===== src/rtl/mult_issue_sched_pkg.sv =====
// Shared types for the multiplier issue scheduler.
// Build option MULT_SCHED_RR_EN selects round-robin issue.
package mult_issue_sched_pkg;

  localparam int MULT_STAGES = 4;
  localparam int TAG_W       = 6;
  localparam int BMASK_W     = 4;

  typedef enum logic [1:0] {
    BR_NOP    = 2'd0,
    BR_CLEAR  = 2'd1,
    BR_SQUASH = 2'd2
  } br_task_e;

  typedef struct packed {
    logic               valid;
    logic [TAG_W-1:0]   tag;
    logic [BMASK_W-1:0] bmask;
  } shadow_t;

endpackage


===== src/rtl/mult_issue_sched_arb.sv =====
// One-hot issue arbiter: round-robin with MULT_SCHED_RR_EN,
// lowest-index fixed priority otherwise.
module rr_arbiter #(
  parameter int NUM_REQ = 4
) (
`ifdef MULT_SCHED_RR_EN
  input  logic               clock,
  input  logic               reset,
`endif
  input  logic [NUM_REQ-1:0] i_req,
  input  logic               i_en,
  output logic [NUM_REQ-1:0] o_grant
);

`ifdef MULT_SCHED_RR_EN
  localparam int PW = (NUM_REQ > 1) ? $clog2(NUM_REQ) : 1;

  logic [PW-1:0] r_ptr;
  logic [PW-1:0] w_ptr_nx;
  logic          w_found;
  int            w_idx;

  always_comb begin
    o_grant  = '0;
    w_ptr_nx = r_ptr;
    w_found  = 1'b0;
    w_idx    = 0;
    for (int k = 0; k < NUM_REQ; k++) begin
      w_idx = (int'(r_ptr) + k) % NUM_REQ;
      if (!w_found && i_en && i_req[w_idx]) begin
        o_grant[w_idx] = 1'b1;
        w_found        = 1'b1;
        w_ptr_nx       = PW'((w_idx + 1) % NUM_REQ);
      end
    end
  end

  always_ff @(posedge clock) begin
    if (reset) r_ptr <= '0;
    else       r_ptr <= w_ptr_nx;
  end
`else
  logic w_found;

  always_comb begin
    o_grant = '0;
    w_found = 1'b0;
    for (int k = 0; k < NUM_REQ; k++) begin
      if (!w_found && i_en && i_req[k]) begin
        o_grant[k] = 1'b1;
        w_found    = 1'b1;
      end
    end
  end
`endif

endmodule


===== src/rtl/mult_issue_sched.sv =====
// Multiplier issue scheduler with shadow tag/bmask pipeline.
// Define MULT_SCHED_RR_EN for round-robin issue arbitration.
module mult_issue_sched
  import mult_issue_sched_pkg::*;
#(
  parameter int NUM_REQ     = 4,
  parameter int MULT_STAGES = mult_issue_sched_pkg::MULT_STAGES,
  parameter int TAG_W       = mult_issue_sched_pkg::TAG_W,
  parameter int BMASK_W     = mult_issue_sched_pkg::BMASK_W
) (
  input  logic                       clock,
  input  logic                       reset,
  input  logic [NUM_REQ-1:0]         req_valid,
  input  logic [NUM_REQ*TAG_W-1:0]   req_tag,
  input  logic [NUM_REQ*BMASK_W-1:0] req_bmask,
  input  logic [1:0]                 rem_br_task,
  input  logic [BMASK_W-1:0]         rem_b_id,
  input  logic                       cdb_grant,
  output logic [NUM_REQ-1:0]         grant,
  output logic                       issue_valid,
  output logic                       mult_stall,
  output logic                       done_valid,
  output logic [TAG_W-1:0]           done_tag,
  output logic [BMASK_W-1:0]         done_bmask,
  output logic                       busy
);

  shadow_t            r_sh [MULT_STAGES];
  shadow_t            w_nx [MULT_STAGES];
  shadow_t            w_tail;
  shadow_t            w_new;
  logic               w_sq;
  logic               w_cl;
  logic               w_tail_live;
  logic [NUM_REQ-1:0] w_elig;

  assign w_sq   = br_task_e'(rem_br_task) == BR_SQUASH;
  assign w_cl   = br_task_e'(rem_br_task) == BR_CLEAR;
  assign w_tail = r_sh[MULT_STAGES-1];

  assign w_tail_live = w_tail.valid &&
                       !(w_sq && |(w_tail.bmask & rem_b_id));
  assign mult_stall  = w_tail_live && !cdb_grant;
  assign done_valid  = w_tail_live;
  assign done_tag    = w_tail.tag;
  assign done_bmask  = w_cl ? (w_tail.bmask & ~rem_b_id)
                            : w_tail.bmask;

  always_comb begin
    w_elig = '0;
    for (int i = 0; i < NUM_REQ; i++) begin
      w_elig[i] = req_valid[i] &&
        !(w_sq && |(req_bmask[i*BMASK_W +: BMASK_W] & rem_b_id));
    end
  end

  rr_arbiter #(.NUM_REQ(NUM_REQ)) u_arb (
`ifdef MULT_SCHED_RR_EN
    .clock   (clock),
    .reset   (reset),
`endif
    .i_req   (w_elig),
    .i_en    (!mult_stall),
    .o_grant (grant)
  );

  assign issue_valid = |grant;

  always_comb begin
    w_new       = '0;
    w_new.valid = issue_valid;
    for (int i = 0; i < NUM_REQ; i++) begin
      if (grant[i]) begin
        w_new.tag   = w_new.tag | req_tag[i*TAG_W +: TAG_W];
        w_new.bmask = w_new.bmask | req_bmask[i*BMASK_W +: BMASK_W];
      end
    end
  end

  // Branch resolution applies to the post-shift contents.
  always_comb begin
    w_nx[0] = mult_stall ? r_sh[0] : w_new;
    for (int s = 1; s < MULT_STAGES; s++) begin
      w_nx[s] = mult_stall ? r_sh[s] : r_sh[s-1];
    end
    for (int s = 0; s < MULT_STAGES; s++) begin
      if (w_cl) w_nx[s].bmask = w_nx[s].bmask & ~rem_b_id;
      if (w_sq && |(w_nx[s].bmask & rem_b_id)) w_nx[s].valid = 1'b0;
    end
  end

  always_comb begin
    busy = 1'b0;
    for (int s = 0; s < MULT_STAGES; s++) busy = busy | r_sh[s].valid;
  end

  always_ff @(posedge clock) begin
    for (int s = 0; s < MULT_STAGES; s++) begin
      if (reset) r_sh[s] <= '0;
      else       r_sh[s] <= w_nx[s];
    end
  end

endmodule

===== config.mk =====
export PLATFORM = sky130hd
export DESIGN_NAME = mult_issue_sched
export DESIGN_NICKNAME = d
export VERILOG_FILES = /design/src/rtl/mult_issue_sched_pkg.sv /design/src/rtl/mult_issue_sched_arb.sv /design/src/rtl/mult_issue_sched.sv
export SDC_FILE = /design/constraint.sdc
export NUM_CORES = 1
export LEC_CHECK = 0
export BUFFER_PORTS_ARGS = -buffer_cell sky130_fd_sc_hd__buf_2
export CAP_MARGIN = 10
export CELL_PAD_IN_SITES_DETAIL_PLACEMENT = 1
export CELL_PAD_IN_SITES_GLOBAL_PLACEMENT = 2
export CORE_MARGIN = 5
export CORE_UTILIZATION = 30
export DETAILED_ROUTE_END_ITERATION = 8
export PLACE_DENSITY_LB_ADDON = 0.05
export SLEW_MARGIN = 40
export SYNTH_ARGS = -nofsm -noshare
export SYNTH_HDL_FRONTEND = slang
export SYNTH_HIERARCHICAL = 1
export SYNTH_SLANG_ARGS = --single-unit

===== constraint.sdc =====
create_clock -name clock -period 5.8 [get_ports clock]
set_input_delay 0.58 -clock clock [delete_from_list [all_inputs] [get_ports clock]]
set_output_delay 0.58 -clock clock [all_outputs]
set_load 0.05 [all_outputs]

=== After elaboration in Yosys (flattened, before gate mapping) ===
Memories as Yosys holds them, arrays and structs flattened.
Cells that the tools add are included.

* Register bits after elaboration: 0
* Bits in latches: 0
* Bits in writable memories: 44
* Bits in read-only memories: 0
* Output and inout port bits: 18
* Logic and storage cells: 103
* Memories kept: 1

{| class="wikitable"
|+ Memories
! name !! words !! width !! read ports !! clocked after memory_dff !! write ports !! line !! RTL
|-
| r_sh || 4 || 11 || 4 || 0 || 4 || mult_issue_sched.sv:28 || <nowiki>shadow_t r_sh [MULT_STAGES];</nowiki>
|}

* Add/subtract/negate cells: 0
* Multiply operators: 0
* Divide/modulo/power cells: 0
* Order comparisons: 0
* Equal/unequal tests: 2
* Shift operators: 0
* Muxes and demuxes: 30
* Bitwise operators: 28
* Reductions and logical operators: 42

{| class="wikitable"
|+ Operators with widths
! kind !! count
|-
| 11-bit 2-to-1 mux || 8
|-
| 4-bit AND || 14
|-
| 10-bit 2-to-1 mux || 4
|-
| 4-bit OR reduction || 10
|-
| 1-bit logical AND || 22
|-
| 4-bit 2-to-1 mux || 5
|-
| 6-bit bitwise OR || 3
|-
| 1-bit 2-to-1 mux || 13
|-
| 4-bit bitwise OR || 3
|-
| 1-bit logical NOT || 10
|-
| 1-bit bitwise OR || 7
|-
| 4-bit NOT || 1
|-
| 2-bit by 1-bit == test with 1-bit output (second input constant) || 1
|-
| 2-bit == test (second input constant) || 1
|}

=== Depth between registers and ports, before layout ===
Gate-level depths: netlist of the first run.

* Depth in word-level cells: 30
* Gate-level depth with buffers: 15

=== Modules after synthesis ===
The synthesis of the first run kept the hierarchy.

{| class="wikitable"
|+ Modules (own cells, without submodules)
! module !! times used !! cells an instance !! area an instance (sq um) !! seq. area each (sq um)
|-
| mult_issue_sched || 1 || 280 || 2275.9 || 880.8
|-
| rr_arbiter || 1 || 6 || 60.1 || 0.0
|}

=== Worst setup path before layout of the first run ===
No wires, ideal clock.

* Path kind: input to output
* Start point: input rem_br_task[0]
* End point: output issue_valid
* Data arrival time: 3.443 ns
* Data required time: 5.220 ns
* Setup slack: 1.777 ns
* Cell stages on the path: 11
* Buffers on the path: 4
* Path through: nand2b_4 > buf_6 > a21o_1 > buf_6 > nand2_8 > buf_4 > buf_4 > nand2b_4 > nor3b_1 > nor4_1 > inv_1

* Elaborated cells on any way between the ends: 35
* Classes of those cells: eq/ne (1); mux (6); reduce/logical (28)

{| class="wikitable"
|+ RTL lines
! item !! line !! RTL
|-
| from (decl) || mult_issue_sched.sv:16 || <nowiki>input logic [1:0] rem_br_task,</nowiki>
|-
| 2-bit == test * || mult_issue_sched.sv:37 || <nowiki>assign w_sq = br_task_e'(rem_br_task) == BR_SQUASH;</nowiki>
|-
| 1-bit logical AND || mult_issue_sched.sv:42 || <nowiki>!(w_sq && |(w_tail.bmask & rem_b_id));</nowiki>
|-
| 1-bit logical NOT || mult_issue_sched.sv:42 ||
|-
| 1-bit logical AND || mult_issue_sched.sv:41 || <nowiki>assign w_tail_live = w_tail.valid &&</nowiki>
|-
| 1-bit logical AND || mult_issue_sched.sv:43 || <nowiki>assign mult_stall = w_tail_live && !cdb_grant;</nowiki>
|-
| 1-bit logical NOT || mult_issue_sched.sv:63 || <nowiki>.i_en (!mult_stall),</nowiki>
|-
| 1-bit logical AND || mult_issue_sched_arb.sv:49 || <nowiki>if (!w_found && i_en && i_req[k]) begin</nowiki>
|-
| 1-bit 2-to-1 mux || mult_issue_sched_arb.sv:49 ||
|-
| 1-bit logical NOT || mult_issue_sched_arb.sv:49 ||
|-
| 1-bit logical AND (2 in a row) || mult_issue_sched_arb.sv:49 ||
|-
| 1-bit 2-to-1 mux || mult_issue_sched_arb.sv:49 ||
|-
| 1-bit logical NOT || mult_issue_sched_arb.sv:49 ||
|-
| 1-bit logical AND || mult_issue_sched_arb.sv:49 ||
|-
| 1-bit logical AND * || mult_issue_sched_arb.sv:49 ||
|-
| 1-bit 2-to-1 mux * || mult_issue_sched_arb.sv:49 ||
|-
| via grant[2] || mult_issue_sched.sv:19 || <nowiki>output logic [NUM_REQ-1:0] grant,</nowiki>
|-
| 4-bit OR reduction * || mult_issue_sched.sv:67 || <nowiki>assign issue_valid = |grant;</nowiki>
|-
| to (decl) || mult_issue_sched.sv:20 || <nowiki>output logic issue_valid,</nowiki>
|}

The timed path passes the listed nets; every way through them passes the cells marked *.

=== Worst setup path in the final report of the first run ===
* Start point: input rem_b_id[0]
* End point: output issue_valid

* Word-level cells in the longest chain between the ends: 22
* Elaborated cells on any way between the ends: 44
* Classes of those cells: mux (6); bitwise (5); reduce/logical (33)

{| class="wikitable"
|+ RTL lines
! item !! line !! RTL
|-
| from (decl) || mult_issue_sched.sv:17 || <nowiki>input logic [BMASK_W-1:0] rem_b_id,</nowiki>
|-
| 4-bit AND || mult_issue_sched.sv:42 ||
|-
| 4-bit OR reduction || mult_issue_sched.sv:42 ||
|-
| 1-bit logical AND || mult_issue_sched.sv:42 ||
|-
| 1-bit logical NOT || mult_issue_sched.sv:42 ||
|-
| 1-bit logical AND || mult_issue_sched.sv:41 ||
|-
| 1-bit logical AND || mult_issue_sched.sv:43 ||
|-
| 1-bit logical NOT || mult_issue_sched.sv:63 ||
|-
| 1-bit logical AND || mult_issue_sched_arb.sv:49 ||
|-
| [... 4 more ...] || -- ||
|-
| 1-bit 2-to-1 mux || mult_issue_sched_arb.sv:49 ||
|-
| 1-bit logical NOT || mult_issue_sched_arb.sv:49 ||
|-
| 1-bit logical AND (2 in a row) || mult_issue_sched_arb.sv:49 ||
|-
| 1-bit 2-to-1 mux || mult_issue_sched_arb.sv:49 ||
|-
| 1-bit logical NOT || mult_issue_sched_arb.sv:49 ||
|-
| 1-bit logical AND (2 in a row) || mult_issue_sched_arb.sv:49 ||
|-
| 1-bit 2-to-1 mux || mult_issue_sched_arb.sv:49 ||
|-
| 4-bit OR reduction * || mult_issue_sched.sv:67 ||
|}

Every way passes the cells marked *; elsewhere a longest branch is shown, timed or not.

==> impl_metrics.prom, run 1 <==
# TYPE chip_impl_metric gauge
chip_impl_metric{name="clock_sinks",unit=""} 44
chip_impl_metric{name="cpPeakStageDelay",unit="ns"} 0.66
chip_impl_metric{name="drcViolationCount",unit=""} 0
chip_impl_metric{name="syn-num-nets",unit=""} 339
chip_impl_info{name="outcome",value="finished, final reports clean"} 1
chip_impl_info{name="yosysTopAreaCell",value="sky130_fd_sc_hd__dfxtp_1"} 1
chip_impl_metric{name="cts-buffers-inserted",unit=""} 5
chip_impl_metric{name="synth_area",unit="µm²"} 2340
chip_impl_metric{name="finalSetupViolCount",unit=""} 0
chip_impl_metric{name="finalCritPeriodShare",unit=""} 0.642
chip_impl_metric{name="synthesis.yosys.warnings",unit=""} 6
chip_impl_metric{name="finClkSkew",unit="ns"} 0.00535
chip_impl_metric{name="place_congestion",unit=""} 0.899
chip_impl_metric{name="peakVddDrop",unit="mV"} 0.0851
chip_impl_metric{name="worstPathMaxFanout",unit=""} 50
chip_impl_metric{name="syn_to_final_growth",unit="%"} 18.5
chip_impl_metric{name="slew_headroom",unit=""} 0.460
chip_impl_metric{name="die_area",unit="µm²"} 9650
chip_impl_metric{name="cts-htree-levels",unit=""} 2
chip_impl_metric{name="postSynthRegisterBits",unit=""} 44
chip_impl_metric{name="nNetsFinal",unit=""} 388
chip_impl_metric{name="initial_standard_cell_utilization_of_the_core",unit=""} 0.305
chip_impl_info{name="rsz0062_at_grt",value="no"} 1
chip_impl_info{name="tritoncts",value="done"} 1
chip_impl_metric{name="n_antenna_cell",unit=""} 0
chip_impl_metric{name="max_slew_violation_count",unit=""} 0
chip_impl_metric{name="power-per-cell-area",unit="nW/µm²"} 268
chip_impl_info{name="register_name_with_the_most_flops",value="r_sh"} 1
chip_impl_info{name="timing.critical_path.slowest_stage_cell",value="sky130_fd_sc_hd__nor4_1"} 1
chip_impl_metric{name="area.sequential",unit="µm²"} 881
chip_impl_metric{name="worst_pin_slew",unit="ns"} 0.807
chip_impl_metric{name="io_pins",unit=""} 71
chip_impl_metric{name="largest_register_ffs",unit=""} 44
chip_impl_metric{name="proportion_of_netlist_area_held_by_the_largest_area_contributor",unit=""} 0.377
chip_impl_metric{name="hold_violations",unit=""} 0
chip_impl_metric{name="syn_avg_cell_area",unit="µm²"} 8.17
chip_impl_metric{name="worstPathRequired",unit="ns"} 5.22
chip_impl_info{name="criticalPathCategory",value="in -> out"} 1
chip_impl_metric{name="clock_edge_transition_at_the_registers_on_the_reported_setup_and_hold_paths",unit="ns"} 0.09
chip_impl_metric{name="detail_route.wirelength",unit="µm"} 7220
chip_impl_metric{name="via_per_inst",unit=""} 5.15
chip_impl_metric{name="synth.yosys.seq_area_share",unit=""} 0.377
chip_impl_metric{name="grt_first_pass_wirelength",unit="µm"} 11900
chip_impl_metric{name="die_width",unit="µm"} 98.2
chip_impl_metric{name="maxCapViolCount",unit=""} 0
chip_impl_info{name="cell_by_cell_trace_of_the_critical_path",value="buf_2, a22oi_1, a21o_1, nand2_8, nand2b_4, nor2_1, nor4_1, inv_1, buf_2"} 1
chip_impl_info{name="timing.critical_path.mode_cell",value="sky130_fd_sc_hd__buf_2"} 1
chip_impl_metric{name="postCtsResizedCells",unit=""} 0
chip_impl_metric{name="post-place-ws",unit="ns"} 2.06
chip_impl_info{name="synth_ff_type",value="sky130_fd_sc_hd__dfxtp_1"} 1
chip_impl_metric{name="antenna_found_initial",unit=""} 0
chip_impl_metric{name="finalCriticalPeriod",unit="ns"} 3.73
chip_impl_info{name="synth.area.top_cells",value="sky130_fd_sc_hd__dfxtp_1 38%, sky130_fd_sc_hd__nand2_1 9.2%, sky130_fd_sc_hd__a22oi_1 8.0%"} 1
chip_impl_info{name="hp-class",value="reg -> reg"} 1
chip_impl_metric{name="post_cts_buffers",unit=""} 0
chip_impl_metric{name="layout_cells_sized_above_1",unit=""} 0.271
chip_impl_metric{name="via_count_of_the_first_global_routing_pass",unit=""} 2250
chip_impl_metric{name="rows",unit=""} 32
chip_impl_info{name="critical_path.startpoint_type",value="input pin"} 1
chip_impl_metric{name="cts.hold.buffers_added",unit=""} 0
chip_impl_metric{name="synthesis.instances",unit=""} 286
chip_impl_info{name="top_regs",value="r_sh x44"} 1
chip_impl_metric{name="total_grt_usage",unit=""} 0.150
chip_impl_metric{name="final_antenna_net_count",unit=""} 0
chip_impl_metric{name="fin_tns_setup",unit="ns"} 0
chip_impl_metric{name="fillers",unit=""} 970
chip_impl_metric{name="static-leakage-power",unit="nW"} 1.12
chip_impl_metric{name="grt_max_degree",unit=""} 51
chip_impl_metric{name="chipHeight",unit="µm"} 98.2
chip_impl_metric{name="grt_overflow",unit=""} 0
chip_impl_metric{name="firstDrtPassIters",unit=""} 4
chip_impl_metric{name="synth-async-reset-ratio",unit=""} 0
chip_impl_metric{name="critPathArrivalTime",unit="ns"} 3.15
chip_impl_metric{name="core_region_area",unit="µm²"} 7650
chip_impl_info{name="worstSetupEndpointType",value="output port"} 1
chip_impl_metric{name="cts_buffer_depth",unit=""} 2
chip_impl_info{name="clockRootBuffer",value="sky130_fd_sc_hd__clkbuf_8"} 1
chip_impl_metric{name="timing.final.ws_setup",unit="ns"} 2.07
chip_impl_metric{name="port_buffers",unit=""} 70
chip_impl_metric{name="area_used_by_multi_input_combinational_logic",unit="µm²"} 1270
chip_impl_metric{name="insertion_delay",unit="ns"} 0.30
chip_impl_metric{name="synth-edff-count",unit=""} 0
chip_impl_metric{name="num_vias",unit=""} 2257
chip_impl_metric{name="dp_hpwl",unit="µm"} 5310
chip_impl_metric{name="drt_first_iter_violations",unit=""} 121
chip_impl_metric{name="fmax",unit="MHz"} 268
chip_impl_metric{name="post_drt_wl_per_cell",unit="µm"} 16.5
chip_impl_metric{name="post_synth_num_cell_types",unit=""} 43
[placed cells by master (no fill, tap or decap), drive strengths merged, types with 2 or more instances in the layout]
master,synthesis,layout
a21o,6,6
and3,2,2
nand2b,4,4
a22o,4,4
nor2b,4,4
inv,3,4
a21boi,8,8
a21oi,35,35
o21ai,5,5
clkbuf,12,5
and2,3,3
a22oi,25,25
o32ai,2,2
a311oi,7,7
a221oi,6,6
nand2,58,58
mux2,2,2
o21a,4,4
nor2,14,14
buf,17,71
nor3,5,5
dfxtp,44,44
nand3,3,3
[cell families after synthesis]
logic type	after synthesis	share of synthesized area
mux	3	0.0171
simple gates	100	0.209
buf+inv	32	0.0787
compound gates	107	0.318
flops	44	0.377
[critical path, delay by kind of cell]
| family | cells | cell delay (ns) |
|---|---|---|
| AOI/OAI and AO/OA | 2 | 0.71 |
| and+or+nand+nor | 4 | 1.36 |
| buffers and inverters | 3 | 0.48 |
[layout make-up]
cell class / instances / area share
clock buffers: 5 / 0.0249
well taps: 102 / 0.0461
flip-flops and latches: 44 / 0.318
multi-input cells: 210 / 0.460
inverters: 3 / 0.00497
clock inverters: 3 / 0.0167
repair buffers: 71 / 0.129
[power by group]
| part | switching [mW] | leakage, nW | internal (mW) |
|---|---|---|---|
| logic | 0.101 | 0.701 | 0.0584 |
| clock network | 0.118 | 0.0548 | 0.130 |
| registers | 0.0134 | 0.359 | 0.322 |
[worst paths after layout]
path | start | to | slack [ns] | cells after the start
worst max-delay path | rem_b_id[0] | issue_valid | 2.07 | 9
worst min-delay path | r_sh[3][4]$_SDFFE_PP0N_ | r_sh[3][4]$_SDFFE_PP0N_ | 0.45 | 2
worst max register to register | r_sh[3][2]$_SDFF_PP0_ | r_sh[0][10]$_SDFFE_PP0N_ | 2.88 | 10
worst min register to register | r_sh[3][4]$_SDFFE_PP0N_ | r_sh[3][4]$_SDFFE_PP0N_ | 0.45 | 2
[per-stage QoR]
stage	instances	cell area, µm²	total power, mW	utilization	hold slack [ns]
after floorplan	286	2340	0.454	-	0.432
after global placement	430	2650	0.503	0.347	0.438
after CTS	438	2770	0.749	0.362	0.458
after detailed placement	430	2650	0.502	0.347	0.444
final	438	2770	0.743	0.362	0.453
after global routing	438	2770	0.779	0.362	0.473
[per-layer routing]
layer,vias up,part of all wire,track usage
met2,98,0.39,0.201
met1,1030,0.52,0.234
li1,1124,-,-
met3,5,0.079,0.0364
met4,0,0.011,0.0410
met5,-,0,0
[Yosys cell counts (all sizes together), types with 5 or more instances]
| master | instances |
|---|---|
| a21oi | 35 |
| clkbuf | 12 |
| nand2 | 58 |
| o21ai | 5 |
| dfxtp | 44 |
| nor2 | 14 |
| nor3 | 5 |
| a22oi | 25 |
| a221oi | 6 |
| a21boi | 8 |
| a311oi | 7 |
| a21o | 6 |
| buf | 17 |
No activity file was read; power rests on OpenSTA's default activity.
==> run 2, diff against run 1 <==
--- a/config.mk
+++ b/config.mk
@@ -10,7 +10,7 @@
 export CELL_PAD_IN_SITES_DETAIL_PLACEMENT = 1
 export CELL_PAD_IN_SITES_GLOBAL_PLACEMENT = 2
 export CORE_MARGIN = 5
-export CORE_UTILIZATION = 30
+export CORE_UTILIZATION = 26
 export DETAILED_ROUTE_END_ITERATION = 8
 export PLACE_DENSITY_LB_ADDON = 0.05
 export SLEW_MARGIN = 40
==> constraint.sdc (replaced) <==
create_clock -name clock -period 3.3 [get_ports clock]
set_input_delay 0.33 -clock clock [delete_from_list [all_inputs] [get_ports clock]]
set_output_delay 0.33 -clock clock [all_outputs]
set_load 0.05 [all_outputs]
==> impl_metrics.prom, run 2 (synthesis gave the netlist of run 1 again) <==
# TYPE chip_impl_metric gauge
chip_impl_metric{name="switching_fraction",unit=""} 0.318
chip_impl_metric{name="layout_cells_sized_above_1",unit=""} 0.284
chip_impl_metric{name="place_congestion",unit=""} 0.789
chip_impl_info{name="worst_setup_path_startpoint",value="r_sh[3][0]$_SDFF_PP0_"} 1
chip_impl_metric{name="worst_pin_slew",unit="ns"} 0.675
chip_impl_metric{name="cts-buffers-inserted",unit=""} 5
chip_impl_metric{name="critPathArrivalTime",unit="ns"} 2.41
chip_impl_metric{name="area_used_by_multi_input_combinational_logic",unit="µm²"} 1280
chip_impl_metric{name="antenna_found_initial",unit=""} 0
chip_impl_metric{name="syn_to_final_growth",unit="%"} 20.9
chip_impl_metric{name="nNetsFinal",unit=""} 394
chip_impl_info{name="most_common_cell_after_layout_fill_and_taps_aside",value="sky130_fd_sc_hd__buf_2"} 1
chip_impl_metric{name="chipHeight",unit="µm"} 105
chip_impl_info{name="outcome",value="finished, final reports clean"} 1
chip_impl_metric{name="grt_first_pass_wirelength",unit="µm"} 12900
chip_impl_metric{name="die_width",unit="µm"} 105
chip_impl_metric{name="io_pins",unit=""} 71
chip_impl_metric{name="port_buffers",unit=""} 70
chip_impl_metric{name="dpl-instance-area",unit="µm²"} 2710
chip_impl_metric{name="power-per-cell-area",unit="nW/µm²"} 468
chip_impl_metric{name="worstPathMaxFanout",unit=""} 12
chip_impl_metric{name="slew_headroom",unit=""} 0.550
chip_impl_metric{name="via_count_of_the_first_global_routing_pass",unit=""} 2444
chip_impl_info{name="clockRootBuffer",value="sky130_fd_sc_hd__clkbuf_8"} 1
chip_impl_info{name="r2r_end",value="r_sh[0][10]$_SDFFE_PP0N_"} 1
chip_impl_metric{name="final_cell_area",unit="µm²"} 2820
chip_impl_metric{name="fmax",unit="MHz"} 365
chip_impl_metric{name="cts.hold.buffers_added",unit=""} 0
chip_impl_info{name="rr_startpoint",value="r_sh[3][0]$_SDFF_PP0_"} 1
chip_impl_metric{name="clock_sinks",unit=""} 44
chip_impl_metric{name="detail_route.wirelength",unit="µm"} 8000
chip_impl_info{name="layout.cells.most_common_list",value="70 x sky130_fd_sc_hd__buf_2, 57 x sky130_fd_sc_hd__nand2_1, 44 x sky130_fd_sc_hd__dfxtp_1"} 1
chip_impl_metric{name="firstDrtPassIters",unit=""} 4
chip_impl_metric{name="drt_first_iter_violations",unit=""} 80
chip_impl_metric{name="area.sequential",unit="µm²"} 881
chip_impl_metric{name="peakVddDrop",unit="mV"} 0.202
chip_impl_metric{name="maxCapViolCount",unit=""} 0
chip_impl_metric{name="initial_standard_cell_utilization_of_the_core",unit=""} 0.268
chip_impl_metric{name="static-leakage-power",unit="nW"} 1.15
chip_impl_metric{name="fillers",unit=""} 1074
chip_impl_metric{name="total_grt_usage",unit=""} 0.145
chip_impl_metric{name="cts-htree-levels",unit=""} 2
chip_impl_metric{name="postCtsResizedCells",unit=""} 0
chip_impl_metric{name="drcViolationCount",unit=""} 0
chip_impl_metric{name="finalCritPeriodShare",unit=""} 0.830
chip_impl_info{name="hp-class",value="in -> reg"} 1
chip_impl_metric{name="switching_power",unit="µW"} 420
chip_impl_info{name="tritoncts",value="done"} 1
chip_impl_metric{name="core_region_area",unit="µm²"} 8720
chip_impl_info{name="worstSetupEndpointType",value="output port"} 1
chip_impl_metric{name="die_area",unit="µm²"} 11000
chip_impl_metric{name="rrSetupSlack",unit="ns"} 0.97
chip_impl_info{name="rsz0062_at_grt",value="no"} 1
chip_impl_metric{name="num_vias",unit=""} 2311
chip_impl_metric{name="via_per_inst",unit=""} 5.14
chip_impl_metric{name="dp_hpwl",unit="µm"} 5870
chip_impl_metric{name="max_slew_violation_count",unit=""} 0
chip_impl_metric{name="fin_tns_setup",unit="ns"} 0
chip_impl_metric{name="worstRegToRegCells",unit=""} 10
chip_impl_metric{name="grt_overflow",unit=""} 0
chip_impl_metric{name="n_antenna_cell",unit=""} 0
chip_impl_metric{name="finalCriticalPeriod",unit="ns"} 2.74
chip_impl_metric{name="pwr-share-clk",unit=""} 0.336
chip_impl_metric{name="clock_edge_transition_at_the_registers_on_the_reported_setup_and_hold_paths",unit="ns"} 0.10
chip_impl_info{name="top_regs",value="r_sh x44"} 1
chip_impl_metric{name="final_antenna_net_count",unit=""} 0
chip_impl_info{name="cp-endpoint",value="issue_valid"} 1
chip_impl_metric{name="power_frac_seq",unit=""} 0.446
chip_impl_metric{name="combinationalPowerShare",unit=""} 0.218
chip_impl_info{name="register_name_with_the_most_flops",value="r_sh"} 1
chip_impl_metric{name="power.internal",unit="µW"} 901
chip_impl_metric{name="grt_max_degree",unit=""} 45
chip_impl_metric{name="finalSetupViolCount",unit=""} 0
chip_impl_info{name="critical_path.startpoint_type",value="flop"} 1
chip_impl_metric{name="post_cts_buffers",unit=""} 0
chip_impl_metric{name="insertion_delay",unit="ns"} 0.30
chip_impl_metric{name="rows",unit=""} 34
chip_impl_metric{name="largest_register_ffs",unit=""} 44
chip_impl_info{name="criticalPathCategory",value="reg -> out"} 1
chip_impl_metric{name="post_drt_wl_per_cell",unit="µm"} 17.8
chip_impl_metric{name="cts_buffer_depth",unit=""} 2
chip_impl_metric{name="hold_violations",unit=""} 0
chip_impl_metric{name="worstPathRequired",unit="ns"} 2.97
chip_impl_metric{name="finClkSkew",unit="ns"} 0.0105
[run 2: changes by cell type in the layout (fill, tap and decap cells not counted), sizes merged]
| cell | change |
|---|---|
| buf | +6 |
[run 2: final cells by class]
type	instances	area share
Multi-Input combinational cell	210	0.452
Sequential cell	44	0.312
Timing Repair Buffer	77	0.143
Tap cell	108	0.0479
Clock buffer	5	0.0244
Clock inverter	3	0.0164
Inverter	3	0.00487
[run 2: critical path: stages, from the launching register on]
cell and delay (ns):
sky130_fd_sc_hd__dfxtp_1 0.34, sky130_fd_sc_hd__a22oi_1 0.23, sky130_fd_sc_hd__a21o_1 0.26, sky130_fd_sc_hd__nand2_8 0.10
sky130_fd_sc_hd__and2_2 0.28, sky130_fd_sc_hd__nor4_1 0.59, sky130_fd_sc_hd__inv_1 0.08, sky130_fd_sc_hd__buf_2 0.23
[run 2: worst min-delay path by stage]
stage                             from                 endpoint  slack [ns]  depth (start not counted)
2_1_floorplan  r_sh[1][4]$_SDFFE_PP0N_  r_sh[1][4]$_SDFFE_PP0N_        0.43                          2
6_report                   req_tag[22]  r_sh[0][8]$_SDFFE_PP0N_        0.40                          3
3_3_place_gp   r_sh[3][7]$_SDFFE_PP0N_  r_sh[3][7]$_SDFFE_PP0N_        0.44                          2
4_1_cts                    req_tag[13]  r_sh[0][5]$_SDFFE_PP0N_        0.39                          3
5_1_grt                    req_tag[13]  r_sh[0][5]$_SDFFE_PP0N_        0.40                          3
3_5_place_dp   r_sh[3][8]$_SDFFE_PP0N_  r_sh[3][8]$_SDFFE_PP0N_        0.44                          2
[run 2: layer usage]
| metal | GRT usage | routed length [µm] | up-vias |
|---|---|---|---|
| met3 | 0.0401 | 364 | 2 |
| met1 | 0.200 | 3860 | 1127 |
| met4 | 0.0311 | 42 | 0 |
| met5 | 0 | 0 | - |
| li1 | - | - | 1135 |
| met2 | 0.225 | 3730 | 47 |
[run 2: metrics by stage]
step / cells / total power [mW] / setup WS [ns] / hold WS (ns) / util
6_report: 450 / 1.32 / 0.562 / 0.398 / 0.324
5_1_grt: 450 / 1.39 / 0.359 / 0.400 / 0.324
4_1_cts: 450 / 1.34 / 0.502 / 0.391 / 0.324
3_5_place_dp: 442 / 0.893 / 0.619 / 0.441 / 0.311
3_3_place_gp: 442 / 0.893 / 0.685 / 0.436 / 0.311
2_1_floorplan: 286 / 0.798 / 0.131 / 0.432 / -
[run 2: power by group through the flow]
stage               Sequential [mW]  Combinational, mW  Clock [mW]
global route                  0.595              0.316       0.482
finish                        0.590              0.288       0.444
floorplan                     0.594              0.204           0
detailed placement            0.602              0.291           0
global placement              0.603              0.290           0
CTS                           0.591              0.292       0.460
==> run 3, diff against run 2 <==
==> constraint.sdc (replaced) <==
create_clock -name clock -period 2.5 [get_ports clock]
set_input_delay 0.25 -clock clock [delete_from_list [all_inputs] [get_ports clock]]
set_output_delay 0.25 -clock clock [all_outputs]
set_load 0.05 [all_outputs]
==> impl_metrics.prom, run 3 (synthesis gave the netlist of run 1 again) <==
# TYPE chip_impl_metric gauge
chip_impl_metric{name="maxCapViolCount",unit=""} 0
chip_impl_metric{name="post_cts_buffers",unit=""} 0
chip_impl_metric{name="worstPathMaxFanout",unit=""} 7
chip_impl_metric{name="hold_violations",unit=""} 0
chip_impl_metric{name="finalCritPeriodShare",unit=""} 0.946
chip_impl_metric{name="num_vias",unit=""} 2340
chip_impl_metric{name="grt_first_pass_wirelength",unit="µm"} 12800
chip_impl_metric{name="cts_buffer_depth",unit=""} 2
chip_impl_metric{name="cts-buffers-inserted",unit=""} 5
chip_impl_metric{name="critPathArrivalTime",unit="ns"} 2.12
chip_impl_metric{name="finalCriticalPeriod",unit="ns"} 2.37
chip_impl_metric{name="io_pins",unit=""} 71
chip_impl_info{name="most_common_cell_after_layout_fill_and_taps_aside",value="sky130_fd_sc_hd__buf_2"} 1
chip_impl_metric{name="area.sequential",unit="µm²"} 881
chip_impl_metric{name="static-leakage-power",unit="nW"} 1.19
chip_impl_info{name="tritoncts",value="done"} 1
chip_impl_metric{name="detail_route.wirelength",unit="µm"} 7910
chip_impl_info{name="hp-class",value="in -> reg"} 1
chip_impl_metric{name="firstDrtPassIters",unit=""} 4
chip_impl_metric{name="rows",unit=""} 34
chip_impl_metric{name="drcViolationCount",unit=""} 0
chip_impl_metric{name="area_used_by_multi_input_combinational_logic",unit="µm²"} 1310
chip_impl_metric{name="antenna_found_initial",unit=""} 0
chip_impl_metric{name="finalSetupViolCount",unit=""} 0
chip_impl_metric{name="post-place-ws",unit="ns"} 0.0647
chip_impl_metric{name="syn_to_final_growth",unit="%"} 24.6
chip_impl_metric{name="core_region_area",unit="µm²"} 8720
chip_impl_metric{name="clock_edge_transition_at_the_registers_on_the_reported_setup_and_hold_paths",unit="ns"} 0.09
chip_impl_metric{name="postCtsResizedCells",unit=""} 0
chip_impl_metric{name="cts-htree-levels",unit=""} 2
chip_impl_metric{name="timing.final.ws_setup",unit="ns"} 0.135
chip_impl_info{name="criticalPathCategory",value="reg -> out"} 1
chip_impl_metric{name="die_area",unit="µm²"} 11000
chip_impl_metric{name="layout_cells_sized_above_1",unit=""} 0.312
chip_impl_metric{name="port_buffers",unit=""} 70
chip_impl_info{name="outcome",value="finished, final reports clean"} 1
chip_impl_metric{name="cts.hold.buffers_added",unit=""} 0
chip_impl_metric{name="max_slew_violation_count",unit=""} 0
chip_impl_metric{name="largest_register_ffs",unit=""} 44
chip_impl_metric{name="insertion_delay",unit="ns"} 0.30
chip_impl_metric{name="die_width",unit="µm"} 105
chip_impl_metric{name="dp_hpwl",unit="µm"} 6050
chip_impl_metric{name="finClkSkew",unit="ns"} 0.00935
chip_impl_metric{name="postLayoutCoreUtil",unit=""} 0.334
chip_impl_info{name="register_name_with_the_most_flops",value="r_sh"} 1
chip_impl_metric{name="slew_headroom",unit=""} 0.549
chip_impl_metric{name="fmax",unit="MHz"} 423
chip_impl_info{name="rsz0062_at_grt",value="yes"} 1
chip_impl_metric{name="drt_first_iter_violations",unit=""} 68
chip_impl_info{name="top_regs",value="r_sh x44"} 1
chip_impl_metric{name="clock_sinks",unit=""} 44
chip_impl_info{name="critical_path.startpoint_type",value="flop"} 1
chip_impl_metric{name="via_count_of_the_first_global_routing_pass",unit=""} 2451
chip_impl_metric{name="total_grt_usage",unit=""} 0.143
chip_impl_info{name="worstSetupEndpointType",value="output port"} 1
chip_impl_metric{name="post_drt_wl_per_cell",unit="µm"} 17.3
chip_impl_metric{name="nNetsFinal",unit=""} 401
chip_impl_metric{name="worstPathRequired",unit="ns"} 2.25
chip_impl_metric{name="grt_overflow",unit=""} 0
chip_impl_metric{name="n_antenna_cell",unit=""} 0
chip_impl_metric{name="power-per-cell-area",unit="nW/µm²"} 599
chip_impl_metric{name="final_antenna_net_count",unit=""} 0
chip_impl_metric{name="rrSetupSlack",unit="ns"} 0.28
chip_impl_info{name="clockRootBuffer",value="sky130_fd_sc_hd__clkbuf_8"} 1
chip_impl_metric{name="place_congestion",unit=""} 0.831
chip_impl_metric{name="grt_max_degree",unit=""} 34
chip_impl_metric{name="initial_standard_cell_utilization_of_the_core",unit=""} 0.268
chip_impl_metric{name="peakVddDrop",unit="mV"} 0.223
chip_impl_metric{name="via_per_inst",unit=""} 5.12
chip_impl_metric{name="chipHeight",unit="µm"} 105
chip_impl_metric{name="worst_pin_slew",unit="ns"} 0.677
chip_impl_metric{name="fillers",unit=""} 1070
chip_impl_info{name="layout.cells.most_common_list",value="70 x sky130_fd_sc_hd__buf_2, 57 x sky130_fd_sc_hd__nand2_1, 44 x sky130_fd_sc_hd__dfxtp_1"} 1
-- run 3: changes by cell type in the layout (fill, tap and decap cells not counted), sizes merged --
| cell | before | now |
|---|---|---|
| buf | 77 | 84 |
-- run 3: path summary, 6_finish.rpt --
path | from | to | depth (start not counted)
hold reg to reg | r_sh[3][9]$_SDFFE_PP0N_ | r_sh[3][9]$_SDFFE_PP0N_ | 2
hold / removal | req_tag[21] | r_sh[0][7]$_SDFFE_PP0N_ | 3
setup reg to reg | r_sh[3][2]$_SDFF_PP0_ | r_sh[0][10]$_SDFFE_PP0N_ | 10
setup / recovery | r_sh[3][1]$_SDFF_PP0_ | grant[2] | 7
-- run 3: worst max-delay path: stages (launching register included) --
cell,delay [ns]
sky130_fd_sc_hd__dfxtp_1,0.41
sky130_fd_sc_hd__a22oi_1,0.12
sky130_fd_sc_hd__a21o_1,0.26
sky130_fd_sc_hd__nand2_8,0.10
sky130_fd_sc_hd__nand2b_4,0.08
sky130_fd_sc_hd__nor3b_4,0.35
sky130_fd_sc_hd__buf_4,0.23
sky130_fd_sc_hd__buf_2,0.27
-- run 3: area by class of cell --
cell class                 instances  share of cell area
multi-input combinational        210               0.450
sequential                        44               0.303
timing repair buffer              84               0.156
tap                              108              0.0464
clock buffer                       5              0.0236
clock inverter                     3              0.0159
inverter                           3             0.00473
-- run 3: per-layer routing --
| metal | vias up | wire length (µm) | part of all wire | GRT usage |
|---|---|---|---|---|
| met2 | 53 | 3780 | 0.48 | 0.235 |
| met1 | 1134 | 3730 | 0.47 | 0.193 |
| met5 | - | 0 | 0 | 0 |
| met4 | 0 | 60 | 0.0076 | 0.0292 |
| li1 | 1147 | - | - | - |
| met3 | 6 | 349 | 0.044 | 0.0296 |
-- run 3: where the power goes --
group          internal, mW  switching, mW
combinational         0.154          0.245
clock                 0.301          0.264
sequential            0.747         0.0326
total                  1.20          0.542
-- run 3: through the flow --
step | cells | instance area [µm²] | total power [mW] | TNS (ns) | hold slack, ns
finish | 457 | 2910 | 1.74 | 0 | 0.318
global route | 457 | 2910 | 1.84 | -0.0163 | 0.320
CTS | 457 | 2900 | 1.77 | 0 | 0.305
detailed placement | 449 | 2790 | 1.19 | 0 | 0.444
global placement | 449 | 2790 | 1.20 | -0.0613 | 0.436
floorplan | 286 | 2380 | 1.06 | -0.813 | 0.426
